==> src/rtl/uart_frame_pkg.sv <==
// Shared definitions for the player-position UART link. Both the transmit
// framer and the receive-side decoder import this package.
//
// Frame layout (byte 0..6):
//   0: FRAME_HDR
//   1: {4'h0, x[11:8]}   2: x[7:0]
//   3: {4'h0, y[11:8]}   4: y[7:0]
//   5: {6'h0, level}     6: XOR of bytes 1..5
package uart_frame_pkg;

   localparam logic [7:0] FRAME_HDR = 8'hA5;
   localparam int         FRAME_LEN = 7;

   typedef struct packed {
      logic [11:0] x;
      logic [11:0] y;
      logic [1:0]  level;
   } player_pos_t;

   typedef enum logic [1:0] {
      IDLE = 2'd0,
      SEND = 2'd1,
      DONE = 2'd2
   } tx_state_t;

   // Checksum over the payload bytes 1..5; the zero-padded upper nibbles and
   // bits keep it identical on both ends of the link.
   function automatic logic [7:0] frame_chk(input player_pos_t p);
      return {4'h0, p.x[11:8]} ^ p.x[7:0] ^
             {4'h0, p.y[11:8]} ^ p.y[7:0] ^
             {6'h0, p.level};
   endfunction

endpackage

==> src/rtl/player_pos_uart_tx.sv <==
// Transmit side of the player-position link. On frame_tick the local player's
// x/y/level are snapshotted and, if a send is permitted, streamed as a 7-byte
// frame over a valid/ready byte interface to the UART transmitter core.
//
// Ports:
//   clk         system (pixel) clock
//   rst         synchronous, active-high reset
//   frame_tick  one-cycle start-of-vblank strobe requesting a send
//   x_value     local player x (12 bits)
//   y_value     local player y (12 bits)
//   level       local player level index (2 bits)
//   tx_data     byte to uart_tx (registered)
//   tx_valid    tx_data valid, held until accepted (registered)
//   tx_ready    uart_tx accepts a byte when tx_valid & tx_ready
//   busy        frame in progress (state != IDLE)
//   frame_done  one-cycle pulse after the last byte is accepted
//
// state | meaning
// ------+-------------------------------------------------------------
// IDLE  | waiting for frame_tick; snapshot and decide whether to send
// SEND  | presenting frame bytes 0..6 one at a time
// DONE  | frame_done pulse; record last-sent snapshot, clear tick count
module player_pos_uart_tx
   import uart_frame_pkg::*;
#(
   parameter int SEND_ON_CHANGE = 1,
   parameter int FORCE_PERIOD   = 60
) (
   input  logic        clk,
   input  logic        rst,
   input  logic        frame_tick,
   input  logic [11:0] x_value,
   input  logic [11:0] y_value,
   input  logic [1:0]  level,
   output logic [7:0]  tx_data,
   output logic        tx_valid,
   input  logic        tx_ready,
   output logic        busy,
   output logic        frame_done
);

   localparam logic [2:0] LAST_IDX = 3'(FRAME_LEN - 1);

   tx_state_t   state, state_nxt;
   logic [2:0]  byte_idx, byte_idx_nxt;
   logic [7:0]  tick_cnt, tick_cnt_nxt;
   logic [7:0]  tx_data_nxt;
   logic        tx_valid_nxt;
   logic        force_send, force_send_nxt;
   player_pos_t snap, snap_nxt;
   player_pos_t last_sent, last_sent_nxt;
   player_pos_t pos_in;
   logic        send_ok;

   function automatic logic [7:0] frame_byte(input logic [2:0] idx,
                                             input player_pos_t p);
      logic [7:0] b;
      case (idx)
         3'd0:    b = FRAME_HDR;
         3'd1:    b = {4'h0, p.x[11:8]};
         3'd2:    b = p.x[7:0];
         3'd3:    b = {4'h0, p.y[11:8]};
         3'd4:    b = p.y[7:0];
         3'd5:    b = {6'h0, p.level};
         3'd6:    b = frame_chk(p);
         default: b = 8'h00;
      endcase
      return b;
   endfunction

   assign pos_in = {x_value, y_value, level};

   // Compared against the incoming values because the snapshot is latched on
   // the same edge that decides whether to send.
   always_comb begin
      send_ok = 1'b0;
      if (SEND_ON_CHANGE == 0)
         send_ok = 1'b1;
      else if (force_send)
         send_ok = 1'b1;
      else if (pos_in != last_sent)
         send_ok = 1'b1;
      else if (({1'b0, tick_cnt} + 9'd1) >= 9'(FORCE_PERIOD))
         send_ok = 1'b1;
   end

   always_ff @(posedge clk) begin
      if (rst) begin
         state      <= IDLE;
         byte_idx   <= 3'd0;
         tick_cnt   <= 8'd0;
         tx_data    <= 8'h00;
         tx_valid   <= 1'b0;
         force_send <= 1'b1;
         snap       <= '0;
         last_sent  <= '0;
      end else begin
         state      <= state_nxt;
         byte_idx   <= byte_idx_nxt;
         tick_cnt   <= tick_cnt_nxt;
         tx_data    <= tx_data_nxt;
         tx_valid   <= tx_valid_nxt;
         force_send <= force_send_nxt;
         snap       <= snap_nxt;
         last_sent  <= last_sent_nxt;
      end
   end

   always_comb begin
      state_nxt      = state;
      byte_idx_nxt   = byte_idx;
      tick_cnt_nxt   = tick_cnt;
      tx_data_nxt    = tx_data;
      tx_valid_nxt   = tx_valid;
      force_send_nxt = force_send;
      snap_nxt       = snap;
      last_sent_nxt  = last_sent;

      case (state)
         IDLE: begin
            tx_valid_nxt = 1'b0;
            if (frame_tick) begin
               snap_nxt     = pos_in;
               tick_cnt_nxt = (tick_cnt == 8'hFF) ? tick_cnt : tick_cnt + 8'd1;
               if (send_ok) begin
                  state_nxt    = SEND;
                  byte_idx_nxt = 3'd0;
                  tx_valid_nxt = 1'b1;
                  tx_data_nxt  = FRAME_HDR;
               end
            end
         end

         SEND: begin
            // Outputs only move on a handshake, so they hold under backpressure.
            if (tx_valid && tx_ready) begin
               if (byte_idx == LAST_IDX) begin
                  state_nxt    = DONE;
                  tx_valid_nxt = 1'b0;
               end else begin
                  byte_idx_nxt = byte_idx + 3'd1;
                  tx_data_nxt  = frame_byte(byte_idx + 3'd1, snap);
               end
            end
         end

         DONE: begin
            tx_valid_nxt   = 1'b0;
            last_sent_nxt  = snap;
            tick_cnt_nxt   = 8'd0;
            force_send_nxt = 1'b0;
            byte_idx_nxt   = 3'd0;
            state_nxt      = IDLE;
         end

         default: begin
            state_nxt    = IDLE;
            tx_valid_nxt = 1'b0;
         end
      endcase
   end

   assign busy       = (state != IDLE);
   assign frame_done = (state == DONE);

endmodule

==> config.mk <==
export PLATFORM = sky130hd
export DESIGN_NAME = player_pos_uart_tx
export DESIGN_NICKNAME = d
export VERILOG_FILES = /design/src/rtl/uart_frame_pkg.sv /design/src/rtl/player_pos_uart_tx.sv
export SDC_FILE = /design/constraint.sdc
export NUM_CORES = 1
export LEC_CHECK = 0
export ABC_AREA = 1
export CORE_MARGIN = 2
export CORE_UTILIZATION = 42
export CTS_CLUSTER_SIZE = 12
export DETAILED_ROUTE_END_ITERATION = 8
export MAX_ROUTING_LAYER = met4
export REMOVE_ABC_BUFFERS = 1
export SYNTH_ARGS = -nofsm -noshare
export SYNTH_HDL_FRONTEND = slang
export SYNTH_SLANG_ARGS = --single-unit
==> constraint.sdc <==
create_clock -name clk -period 4.89 [get_ports clk]
set_input_delay 0.978 -clock clk [delete_from_list [all_inputs] [get_ports clk]]
set_output_delay 0.978 -clock clk [all_outputs]
set_load 0.005 [all_outputs]
# [After elaboration in Yosys (flattened, before gate mapping)]
# Cells that the tools add are included.
[op_classes] add_sub_neg=3 n_lt_le_gt_ge=1 n_eq_ne=17 mux=27 n_bitwise=4 reduce_logical=13
[ops] operator="case mux 8 bit (7 select lines)" n=1
[ops] operator="two-way mux 8 bit" n=6
[ops] operator="case mux 8 bit (2 select lines)" n=2
[ops] operator="inequality test 26 bit" n=1
[ops] operator="equality test 3 bit (second input constant)" n=4
[ops] operator="two-way mux 3 bit" n=4
[ops] operator="inequality test 2 bit (second input constant)" n=6
[ops] operator="AND reduction 5 bit" n=2
[ops] operator="adder 8 x 1 -> 9 bit (second input constant)" n=1
[ops] operator=">= comparator 9 x 6 -> 1 bit (second input constant)" n=1
[ops] operator="case mux 3 bit (3 select lines)" n=1
[ops] operator="adder 8 x 1 -> 8 bit (second input constant)" n=1
[ops] operator="equality test 8 bit (second input constant)" n=1
[ops] operator="two-way mux 2 bit" n=4
[ops] operator="bitwise XOR 4 x 8 -> 8 bit" n=1
[ops] operator="bitwise XOR 8 x 2 -> 8 bit" n=1
[ops] operator="bitwise XOR 8 x 4 -> 8 bit" n=1
[ops] operator="bitwise XOR 8 bit" n=1
[ops] operator="two-way mux 1 bit" n=7
[ops] operator="equality test 3 x 2 -> 1 bit (second input constant)" n=2
[ops] operator="nonzero test 2 bit" n=3
[ops] operator="case mux 2 bit (2 select lines)" n=1
[ops] operator="AND reduction 2 bit" n=2
[ops] operator="AND reduction 4 bit" n=1
[ops] operator="10 further kinds" n=10
[word_totals] ff_bits=75 in_bits=30 output_inout_bits=11

# [Depth between registers and ports, before layout]
# Gate-level depths: netlist of the first run.
[logic_depth] word_depth=8 ltp_mapped=13 ltp_nobuf=13

# [Worst setup path after synthesis of the first run]
# OpenSTA, ideal clock, no wires.
[synth_path] path_kind="in2reg" from="in x_value[5]" to="reg tx_data[2]" setup_time_ps=62 arrival_time_ps=1950 required_ps=4828 setup_slack_ps=2879 path_stages=13 n_path_buf=1 path_cell_list="inv_1 -> nand2_1 -> nand2_1 -> nor2_1 -> nand2_1 -> nor2_1 -> nand2_1 -> nor2_1 -> nand3_2 -> buf_6 -> nand4_1 -> nand2_1 -> nor2_2"
[synth_via] elab_chain_len=5
[synth_lines] element="from (decl)" line="player_pos_uart_tx.sv:32" source="input logic [11:0] x_value,"
[synth_lines] element="inequality test 26 bit" line="player_pos_uart_tx.sv:81" source="else if (pos_in != last_sent)"
[synth_lines] element="two-way mux 1 bit" line="player_pos_uart_tx.sv:81"
[synth_lines] element="two-way mux 1 bit" line="player_pos_uart_tx.sv:79" source="else if (force_send)"
[synth_lines] element="inequality test 2 bit (no line)"
[synth_lines] element="AND reduction 5 bit (no line)"
[synth_lines] element="to (signal assigned)" line="player_pos_uart_tx.sv:101" source="tx_data <= tx_data_nxt;"
[synth_lines] element="to (decl)" line="player_pos_uart_tx.sv:35" source="output logic [7:0] tx_data,"
# No other way between the ends.
# A chain may end at the register's enable or synchronous reset.

# [Worst setup path in the final report of the first run]
[layout_path] from="reg state[1]" to="out frame_done"
[layout_via] elab_chain_len=1
[layout_lines] element="from (decl)" line="player_pos_uart_tx.sv:44" source="tx_state_t state, state_nxt;"
[layout_lines] element="from (signal assigned)" line="player_pos_uart_tx.sv:98" source="state <= state_nxt;"
[layout_lines] element="equality test 2 bit" line="player_pos_uart_tx.sv:164" source="assign frame_done = (state == DONE);"
[layout_lines] element="to (decl)" line="player_pos_uart_tx.sv:39" source="output logic frame_done"
# No other way between the ends.

==> impl_results.html, run 1 <==
<table>
<tr><th>Metric</th><th>Value</th></tr>
<tr><th colspan="2">Synthesis</th></tr>
<tr><td>Proportion of synthesized chip area in sequential cells</td><td>approximately two fifths</td></tr>
<tr><td>Total number of yosys warnings</td><td>0</td></tr>
<tr><td>Simple-gate share of the synthesized area</td><td>around 26%</td></tr>
<tr><td>Post-synthesis share of cell area spent on xor and xnor gates</td><td>under 10%</td></tr>
<tr><td>Number of synthesized register bits</td><td>75</td></tr>
<tr><td>Share of synthesized cell area in full adder, half adder and majority cells</td><td>2.222%</td></tr>
<tr><td>Synth Area in Compound Gates</td><td>between 10% and 20%</td></tr>
<tr><td>Share of synthesized area spent on multiplexers</td><td>0%</td></tr>
<tr><td>Combinational family with the most area after synthesis</td><td>simple AND/OR/NAND/NOR gates</td></tr>
<tr><td>Mapped Cells</td><td>600</td></tr>
<tr><td>Library cells used by synthesis</td><td>28</td></tr>
<tr><td>Post-synth design cell area</td><td>around 4000 um^2</td></tr>
<tr><td>Mean instance size in the synthesized netlist</td><td>~6.6 um^2</td></tr>
<tr><th colspan="2">Global route</th></tr>
<tr><td>Global route overflow</td><td>0</td></tr>
<tr><td>Total GRT Usage</td><td>21.33%</td></tr>
<tr><td>Number of global-route vias before repair</td><td>between 3,000 and 4,000</td></tr>
<tr><td>Global-route wire length before repair</td><td>approximately 17,000 um</td></tr>
<tr><td>Largest net degree at the start of global routing</td><td>between 40 and 50</td></tr>
<tr><td>Antenna violations before repair</td><td>0</td></tr>
<tr><th colspan="2">Setup path</th></tr>
<tr><td>Nature of the critical path startpoint</td><td>register</td></tr>
<tr><td>Buffering stage count on the worst path with inverters included</td><td>3</td></tr>
<tr><td>Arrival time of the worst setup path</td><td>~1800 ps</td></tr>
<tr><td>Worst r2r src</td><td>byte_idx[0]</td></tr>
<tr><td>Req. time, crit path</td><td>3910 ps</td></tr>
<tr><td>Largest fanout on the critical path</td><td>47</td></tr>
<tr><td>Sequence of cells on the critical path</td><td>inv_1, nor2_2, buf_4, clkdlybuf4s50_1</td></tr>
<tr><td>Kind of end point of the critical path</td><td>output port</td></tr>
<tr><td>Launch point of the worst path</td><td>state[1]</td></tr>
<tr><td>Classification of the worst setup path</td><td>register to output port</td></tr>
<tr><td>Minimum setup slack among reg-to-reg paths</td><td>approximately 2600 ps</td></tr>
<tr><td>Kind of cell with the highest combined delay on the critical path</td><td>buffers and inverters</td></tr>
<tr><td>Crit path max-delay cell type</td><td>clkdlybuf4s50_1</td></tr>
<tr><td>Delay of the slowest cell on the worst path</td><td>about 600 ps</td></tr>
<tr><th colspan="2">Timing</th></tr>
<tr><td>Ratio of final minimum period to clock period</td><td>approximately 58%</td></tr>
<tr><td>Actual transition at the worst max-transition pin</td><td>approximately 650 ps</td></tr>
<tr><td>Final sum of negative setup slack</td><td>0 ps</td></tr>
<tr><td>Max transition margin</td><td>56.53%</td></tr>
<tr><td>Layout Skew</td><td>~7.5 ps</td></tr>
<tr><td>Count of final max-slew check failures</td><td>0</td></tr>
<tr><td>Worst path setup slack after routing</td><td>2068 ps</td></tr>
<tr><td>Number of failing hold endpoints at the final stage</td><td>0</td></tr>
<tr><td>Number of setup violations in the final report</td><td>0</td></tr>
<tr><td>Setup repair after global routing missed its margin</td><td>no</td></tr>
<tr><td>Achievable Freq</td><td>354.3 MHz</td></tr>
<tr><td>Final period demand of the worst path</td><td>2822 ps</td></tr>
<tr><th colspan="2">Final layout</th></tr>
<tr><td>Sequential Area</td><td>1501 um^2</td></tr>
<tr><td>Total area of multi-input combinational cells</td><td>1949 um^2</td></tr>
<tr><td>Layout overhead on the synthesized area</td><td>16.67%</td></tr>
<tr><td>Fraction of layout instances using a drive strength above 1</td><td>5.469%</td></tr>
<tr><td>Fillers</td><td>between 900 and 1,000</td></tr>
<tr><td>Total Nets Final</td><td>~670</td></tr>
<tr><td>Number of diodes</td><td>0</td></tr>
<tr><th colspan="2">Min path</th></tr>
<tr><td>Worst hold start</td><td>last_sent[25]</td></tr>
<tr><td>Hold/Removal Path Class</td><td>register to register</td></tr>
<tr><th colspan="2">Clock network</th></tr>
<tr><td>Maximum buffer depth of the clock tree</td><td>2</td></tr>
<tr><td>Number of buffers added by the clock tree synthesis step</td><td>9</td></tr>
<tr><td>Number of resized instances in the post-cts repair step</td><td>0</td></tr>
<tr><td>Buffer count from post-CTS setup fixing</td><td>0</td></tr>
<tr><td>Clock sink count</td><td>between 70 and 80</td></tr>
<tr><td>CTS tree</td><td>built</td></tr>
<tr><td>CTS Root Buffer Type</td><td>clkbuf_8</td></tr>
<tr><td>H-tree depth</td><td>3</td></tr>
<tr><td>Clock transition at the registers of the reported paths</td><td>about 80 ps</td></tr>
<tr><td>Count of hold-fix buffers inserted at cts</td><td>0</td></tr>
<tr><td>Clock network latency to the later pin of the worst-skew pair</td><td>~350 ps</td></tr>
<tr><th colspan="2">Die</th></tr>
<tr><td>Die Outline Area</td><td>~10,000 um^2</td></tr>
<tr><td>Effective utilization at floorplan</td><td>43.06%</td></tr>
<tr><td>Number of ports placed on the die boundary</td><td>41</td></tr>
<tr><td>Vert. Die Dim</td><td>~100 um</td></tr>
<tr><td>Die width</td><td>100.9 um</td></tr>
<tr><td>Core area</td><td>~9200 um^2</td></tr>
<tr><td>Std cell rows</td><td>35</td></tr>
<tr><th colspan="2">Place</th></tr>
<tr><td>Worst slack at placement</td><td>around 1800 ps</td></tr>
<tr><td>Total half-perimeter wirelength after legalization and detailed placement</td><td>7226 um</td></tr>
<tr><td>RePlAce Congestion</td><td>between 0.8 and 0.9</td></tr>
<tr><td>Number of buffers inserted by port buffering</td><td>40</td></tr>
<tr><th colspan="2">Route</th></tr>
<tr><td>Detail-routed net length per standard cell</td><td>about 13 um</td></tr>
<tr><td>Detail-routed via count per cell</td><td>roughly 5</td></tr>
<tr><td>Drt drc</td><td>0</td></tr>
<tr><td>Remaining antenna violation count after routing</td><td>0</td></tr>
<tr><td>Detailed-router iteration count before antenna repair</td><td>4</td></tr>
<tr><td>Total wirelength of the detailed-routed design</td><td>slightly below 10,000 um</td></tr>
<tr><td>Via count</td><td>3,718</td></tr>
<tr><td>Count of routing violations after the opening detailed-route iteration</td><td>152</td></tr>
<tr><th colspan="2">Flow run</th></tr>
<tr><td>Max-cap viol count</td><td>0</td></tr>
<tr><th colspan="2">Run status</th></tr>
<tr><td>Run status</td><td>finished, final reports clean</td></tr>
<tr><th colspan="2">Power and ir drop</th></tr>
<tr><td>Power Density</td><td>about 350 nW/um^2</td></tr>
<tr><td>Worst vdd ir</td><td>~0.14 mV</td></tr>
<tr><td>Leakage component of the power</td><td>around 2 nW</td></tr>
</table>
-- power breakdown --
part	leakage [nW]	switching [mW]	internal, mW
Combinational	1.32	0.271	0.176
Sequential	0.616	0.0563	0.685
Clock	0.0905	0.226	0.212
Total	2.03	0.553	1.07
-- final timing paths --
| check | end | cells after the start |
|---|---|---|
| hold / removal | last_sent[25] | 2 |
| hold reg to reg | last_sent[25] | 2 |
| setup / recovery | frame_done | 4 |
| setup reg to reg | tx_data[1] | 9 |
-- sequential cells by signal, indices dropped and copies added (netlist names) --
signal	count
tick_cnt	8
tx_data	8
byte_idx	3
last_sent	26
state	2
tx_valid	1
snap	26
force_send	1
-- synthesized netlist by cell type --
library cell	instances	area, um^2
nor2_2	12	75.07
a221oi_1	3	26.28
o211ai_1	1	7.510
a21boi_0	1	7.510
nand2_1	139	521.8
nand3_2	3	30.03
nand4_1	13	81.33
buf_1	2	7.510
ha_1	7	87.58
nor2_1	50	187.7
o22ai_1	4	25.02
xnor2_1	9	78.83
o21ai_0	62	310.3
buf_2	2	10.01
nand2_2	1	6.260
nand3b_1	1	7.510
inv_1	108	405.4
clkbuf_1	13	48.80
dfxtp_1	75	1501
nor4_1	2	12.51
a211oi_1	6	45.04
a21oi_1	61	305.3
nand3_1	12	60.06
xor2_1	5	43.79
buf_6	1	11.26
nor3_1	5	25.02
clkbuf_2	1	5.000
buf_4	1	7.510
-- cell families after synthesis --
| family | count (synthesis) |
|---|---|
| xor+xnor | 14 |
| simple gates | 238 |
| fa+ha+maj | 7 |
| compound gates | 138 |
| flops | 75 |
| buf+inv | 128 |
-- metal layers --
metal / track usage, % / up-vias / wire, um
li1: - / 1969 / -
met1: 28.41 / 1652 / 5014
met2: 33.03 / 79 / 4306
met3: 2.982 / 18 / 367
met4: 7.798 / 0 / 200
met5: - / - / 0
-- placed cells by master (no fill, tap or decap), drive strengths merged --
cell / netlist / layout
clkbuf: 14 / 14
o22ai: 4 / 4
nand4: 13 / 13
a21oi: 61 / 61
ha: 7 / 7
o21ai: 62 / 62
nor2: 62 / 62
a221oi: 3 / 3
nand2: 140 / 140
dfxtp: 75 / 75
inv: 108 / 108
o211ai: 1 / 1
nand3b: 1 / 1
xor2: 5 / 5
buf: 6 / 4
nor3: 5 / 5
nand3: 15 / 15
xnor2: 9 / 9
clkinv: 0 / 2
a211oi: 6 / 6
nor4: 2 / 2
clkdlybuf4s50: 0 / 40
a21boi: 1 / 1
-- stage by stage --
stage               util [%]  hold WS, ps  cells  power [mW]  cell area [um^2]
detailed placement     48.35        463.3    735       1.200              4425
global route           50.24        494.5    751       1.738              4598
global placement       48.35        454.8    735       1.192              4425
CTS                    50.24        475.4    751       1.638              4598
finish                 50.24        475.4    751       1.626              4598
floorplan                  -        445.8    580       1.040              3851
-- final cells by class --
type / count / share of cell area (%)
Timing Repair Buffer: 44 / 9.361
Sequential cell: 75 / 32.65
Clock buffer: 14 / 3.537
Multi-Input combinational cell: 397 / 42.39
Tap cell: 111 / 3.020
Inverter: 108 / 8.816
Clock inverter: 2 / 0.2177
-- worst register-to-register path, stage by stage, from the launching register on --
cell	delay, ps
dfxtp_1	340
ha_1	220
ha_1	360
nor2_1	510
nand2_1	100
o21ai_0	310
nand2_1	110
nand4_1	120
nand2_1	80
nor2_2	90
Power figures use the tool's default switching activity.
==> inputs of run 2 (changes only) <==
clock period = 2.3 ns   (was 4.89 ns; I/O delays follow)
==> impl_results.html, run 2 (synthesis results as in run 1) <==
<table>
<tr><th>Metric</th><th>Value</th></tr>
<tr><th colspan="2">Global route</th></tr>
<tr><td>Number of global-route vias before repair</td><td>3,486</td></tr>
<tr><td>Met1 Resource Use GR</td><td>between 20% and 30%</td></tr>
<tr><td>Met2 global-route usage</td><td>around a third</td></tr>
<tr><td>Global route overflow</td><td>0</td></tr>
<tr><td>Antenna violations before repair</td><td>0</td></tr>
<tr><td>Total GRT Usage</td><td>about a fifth</td></tr>
<tr><td>Global-route wire length before repair</td><td>16,390 um</td></tr>
<tr><td>Met3 GRT Util</td><td>2.913%</td></tr>
<tr><td>Largest net degree at the start of global routing</td><td>42</td></tr>
<tr><td>Most utilized layer in the global route result</td><td>met2</td></tr>
<tr><th colspan="2">Setup path</th></tr>
<tr><td>Arrival time of the worst setup path</td><td>roughly 2300 ps</td></tr>
<tr><td>Buffering stage count on the worst path with inverters included</td><td>1</td></tr>
<tr><td>Delay of the slowest cell on the worst path</td><td>390 ps</td></tr>
<tr><td>Nature of the critical path startpoint</td><td>register</td></tr>
<tr><td>Classification of the worst setup path</td><td>register to register</td></tr>
<tr><td>Req. time, crit path</td><td>about 2600 ps</td></tr>
<tr><td>Most used cell along the critical path</td><td>nand2_1</td></tr>
<tr><td>Largest fanout on the critical path</td><td>7</td></tr>
<tr><td>Kind of end point of the critical path</td><td>register</td></tr>
<tr><td>Sequence of cells on the critical path</td><td>ha_1, ha_2, inv_1, nand2_1, nor2_1, nor3_1, o21ai_0, nand2_1, nand4_1, nand2_1, nor2_2</td></tr>
<tr><td>Crit path max-delay cell type</td><td>ha_2</td></tr>
<tr><td>Kind of cell with the highest combined delay on the critical path</td><td>simple AND/OR/NAND/NOR gates</td></tr>
<tr><th colspan="2">Timing</th></tr>
<tr><td>Max transition margin</td><td>approximately three quarters</td></tr>
<tr><td>Count of final max-slew check failures</td><td>0</td></tr>
<tr><td>Setup repair after global routing missed its margin</td><td>no</td></tr>
<tr><td>Actual transition at the worst max-transition pin</td><td>roughly 390 ps</td></tr>
<tr><td>Layout Skew</td><td>~14 ps</td></tr>
<tr><td>Ratio of final minimum period to clock period</td><td>between 80% and 90%</td></tr>
<tr><td>Final sum of negative setup slack</td><td>0 ps</td></tr>
<tr><td>Number of setup violations in the final report</td><td>0</td></tr>
<tr><td>Achievable Freq</td><td>490.8 MHz</td></tr>
<tr><td>Number of failing hold endpoints at the final stage</td><td>0</td></tr>
<tr><td>Hold Worst Slack</td><td>around 470 ps</td></tr>
<tr><td>Final period demand of the worst path</td><td>a little over 2000 ps</td></tr>
<tr><td>Worst path setup slack after routing</td><td>approximately 260 ps</td></tr>
<tr><th colspan="2">Final layout</th></tr>
<tr><td>Post-route design area</td><td>between 4000 and 5000 um^2</td></tr>
<tr><td>Fraction of layout instances using a drive strength above 1</td><td>under 10%</td></tr>
<tr><td>Share of the core filled with cells</td><td>a little over half</td></tr>
<tr><td>Number of diodes</td><td>0</td></tr>
<tr><td>Layout overhead on the synthesized area</td><td>22.89%</td></tr>
<tr><td>Total Nets Final</td><td>697</td></tr>
<tr><td>Most common cell after layout, fill and taps aside</td><td>nand2_1</td></tr>
<tr><td>Top library cells by usage in the layout, fill and taps aside</td><td>139 x nand2_1, 108 x inv_1, 75 x dfxtp_1</td></tr>
<tr><td>Biggest regs</td><td>last_sent (26), snap (26)</td></tr>
<tr><td>Post-route insts no fill</td><td>775</td></tr>
<tr><th colspan="2">Die</th></tr>
<tr><td>Core area</td><td>9153 um^2</td></tr>
<tr><td>Die Outline Area</td><td>slightly above 10,000 um^2</td></tr>
<tr><td>Effective utilization at floorplan</td><td>43.06%</td></tr>
<tr><td>Std cell rows</td><td>35</td></tr>
<tr><td>Number of ports placed on the die boundary</td><td>41</td></tr>
<tr><td>Die width</td><td>100.9 um</td></tr>
<tr><td>Vert. Die Dim</td><td>about 100 um</td></tr>
<tr><th colspan="2">Route</th></tr>
<tr><td>Via count</td><td>about 3,800</td></tr>
<tr><td>Detailed-router iteration count before antenna repair</td><td>5</td></tr>
<tr><td>Remaining antenna violation count after routing</td><td>0</td></tr>
<tr><td>Total wirelength of the detailed-routed design</td><td>a little under 10,000 um</td></tr>
<tr><td>Detail-routed via count per cell</td><td>roughly 5</td></tr>
<tr><td>Drt drc</td><td>0</td></tr>
<tr><td>Detail-routed net length per standard cell</td><td>between 10 and 15 um</td></tr>
<tr><td>Count of routing violations after the opening detailed-route iteration</td><td>171</td></tr>
<tr><th colspan="2">Place</th></tr>
<tr><td>Worst slack at placement</td><td>-65.60 ps</td></tr>
<tr><td>Total half-perimeter wirelength after legalization and detailed placement</td><td>roughly 7400 um</td></tr>
<tr><td>Post-DP Area</td><td>between 4000 and 5000 um^2</td></tr>
<tr><td>RePlAce Congestion</td><td>0.8853</td></tr>
<tr><td>Placed cell count</td><td>between 700 and 800</td></tr>
<tr><td>Number of buffers inserted by port buffering</td><td>40</td></tr>
<tr><th colspan="2">Clock network</th></tr>
<tr><td>H-tree depth</td><td>3</td></tr>
<tr><td>Count of hold-fix buffers inserted at cts</td><td>0</td></tr>
<tr><td>Clock sink count</td><td>75</td></tr>
<tr><td>Clock network latency to the later pin of the worst-skew pair</td><td>between 300 and 400 ps</td></tr>
<tr><td>CTS tree</td><td>built</td></tr>
<tr><td>Clock transition at the registers of the reported paths</td><td>approximately 90 ps</td></tr>
<tr><td>Number of buffers added by the clock tree synthesis step</td><td>9</td></tr>
<tr><td>CTS Root Buffer Type</td><td>clkbuf_8</td></tr>
<tr><td>Maximum buffer depth of the clock tree</td><td>2</td></tr>
<tr><th colspan="2">Power and ir drop</th></tr>
<tr><td>Power Density</td><td>763.1 nW/um^2</td></tr>
<tr><td>Worst vdd ir</td><td>roughly 0.42 mV</td></tr>
<tr><td>Leakage component of the power</td><td>roughly 2.2 nW</td></tr>
<tr><td>Overall power after layout</td><td>approximately 3.7 mW</td></tr>
<tr><th colspan="2">Flow run</th></tr>
<tr><td>Max-cap viol count</td><td>0</td></tr>
<tr><th colspan="2">Min path</th></tr>
<tr><td>Hold/Removal Path Class</td><td>register to register</td></tr>
<tr><th colspan="2">Run status</th></tr>
<tr><td>Run status</td><td>finished, final reports clean</td></tr>
</table>
[run 2: routing by layer]
layer / up-vias / part of all wire [%]
met2: 79 / 45
met1: 1673 / 49
met3: 11 / 4.8
met4: 0 / 1.3
met5: - / 0
li1: 2019 / -
[run 2: path summary, 6_finish.rpt]
check,start,endpoint,slack (ps),cells after the start
min reg2reg,last_sent[17],last_sent[17],470,2
min,last_sent[17],last_sent[17],470,2
max,byte_idx[0],tx_data[1],260,11
max reg2reg,byte_idx[0],tx_data[1],260,11
[run 2: area by class of cell]
class	count	area [um^2]
tap	111	138.9
timing repair buffer	69	630.6
sequential	75	1501
fill	901	4309
clock inverter	5	77.57
multi-input combinational	397	1952
clock buffer	10	137.6
inverter	108	405.4
[run 2: worst min-delay path: stages (launching register included)]
cell	delay (ps)
dfxtp_1	310
inv_1	60
a21oi_1	50
[run 2: repair_timing]
action	4_1_cts	5_1_grt
resized for setup	0	1
setup endpoints to repair	0	1
setup buffers	0	0
[run 2: report_power, final]
part / switching (mW) / total, mW / internal (mW)
sequential: 0.118 / 1.57 / 1.46
clock: 0.496 / 1.13 / 0.631
combinational: 0.587 / 0.995 / 0.408
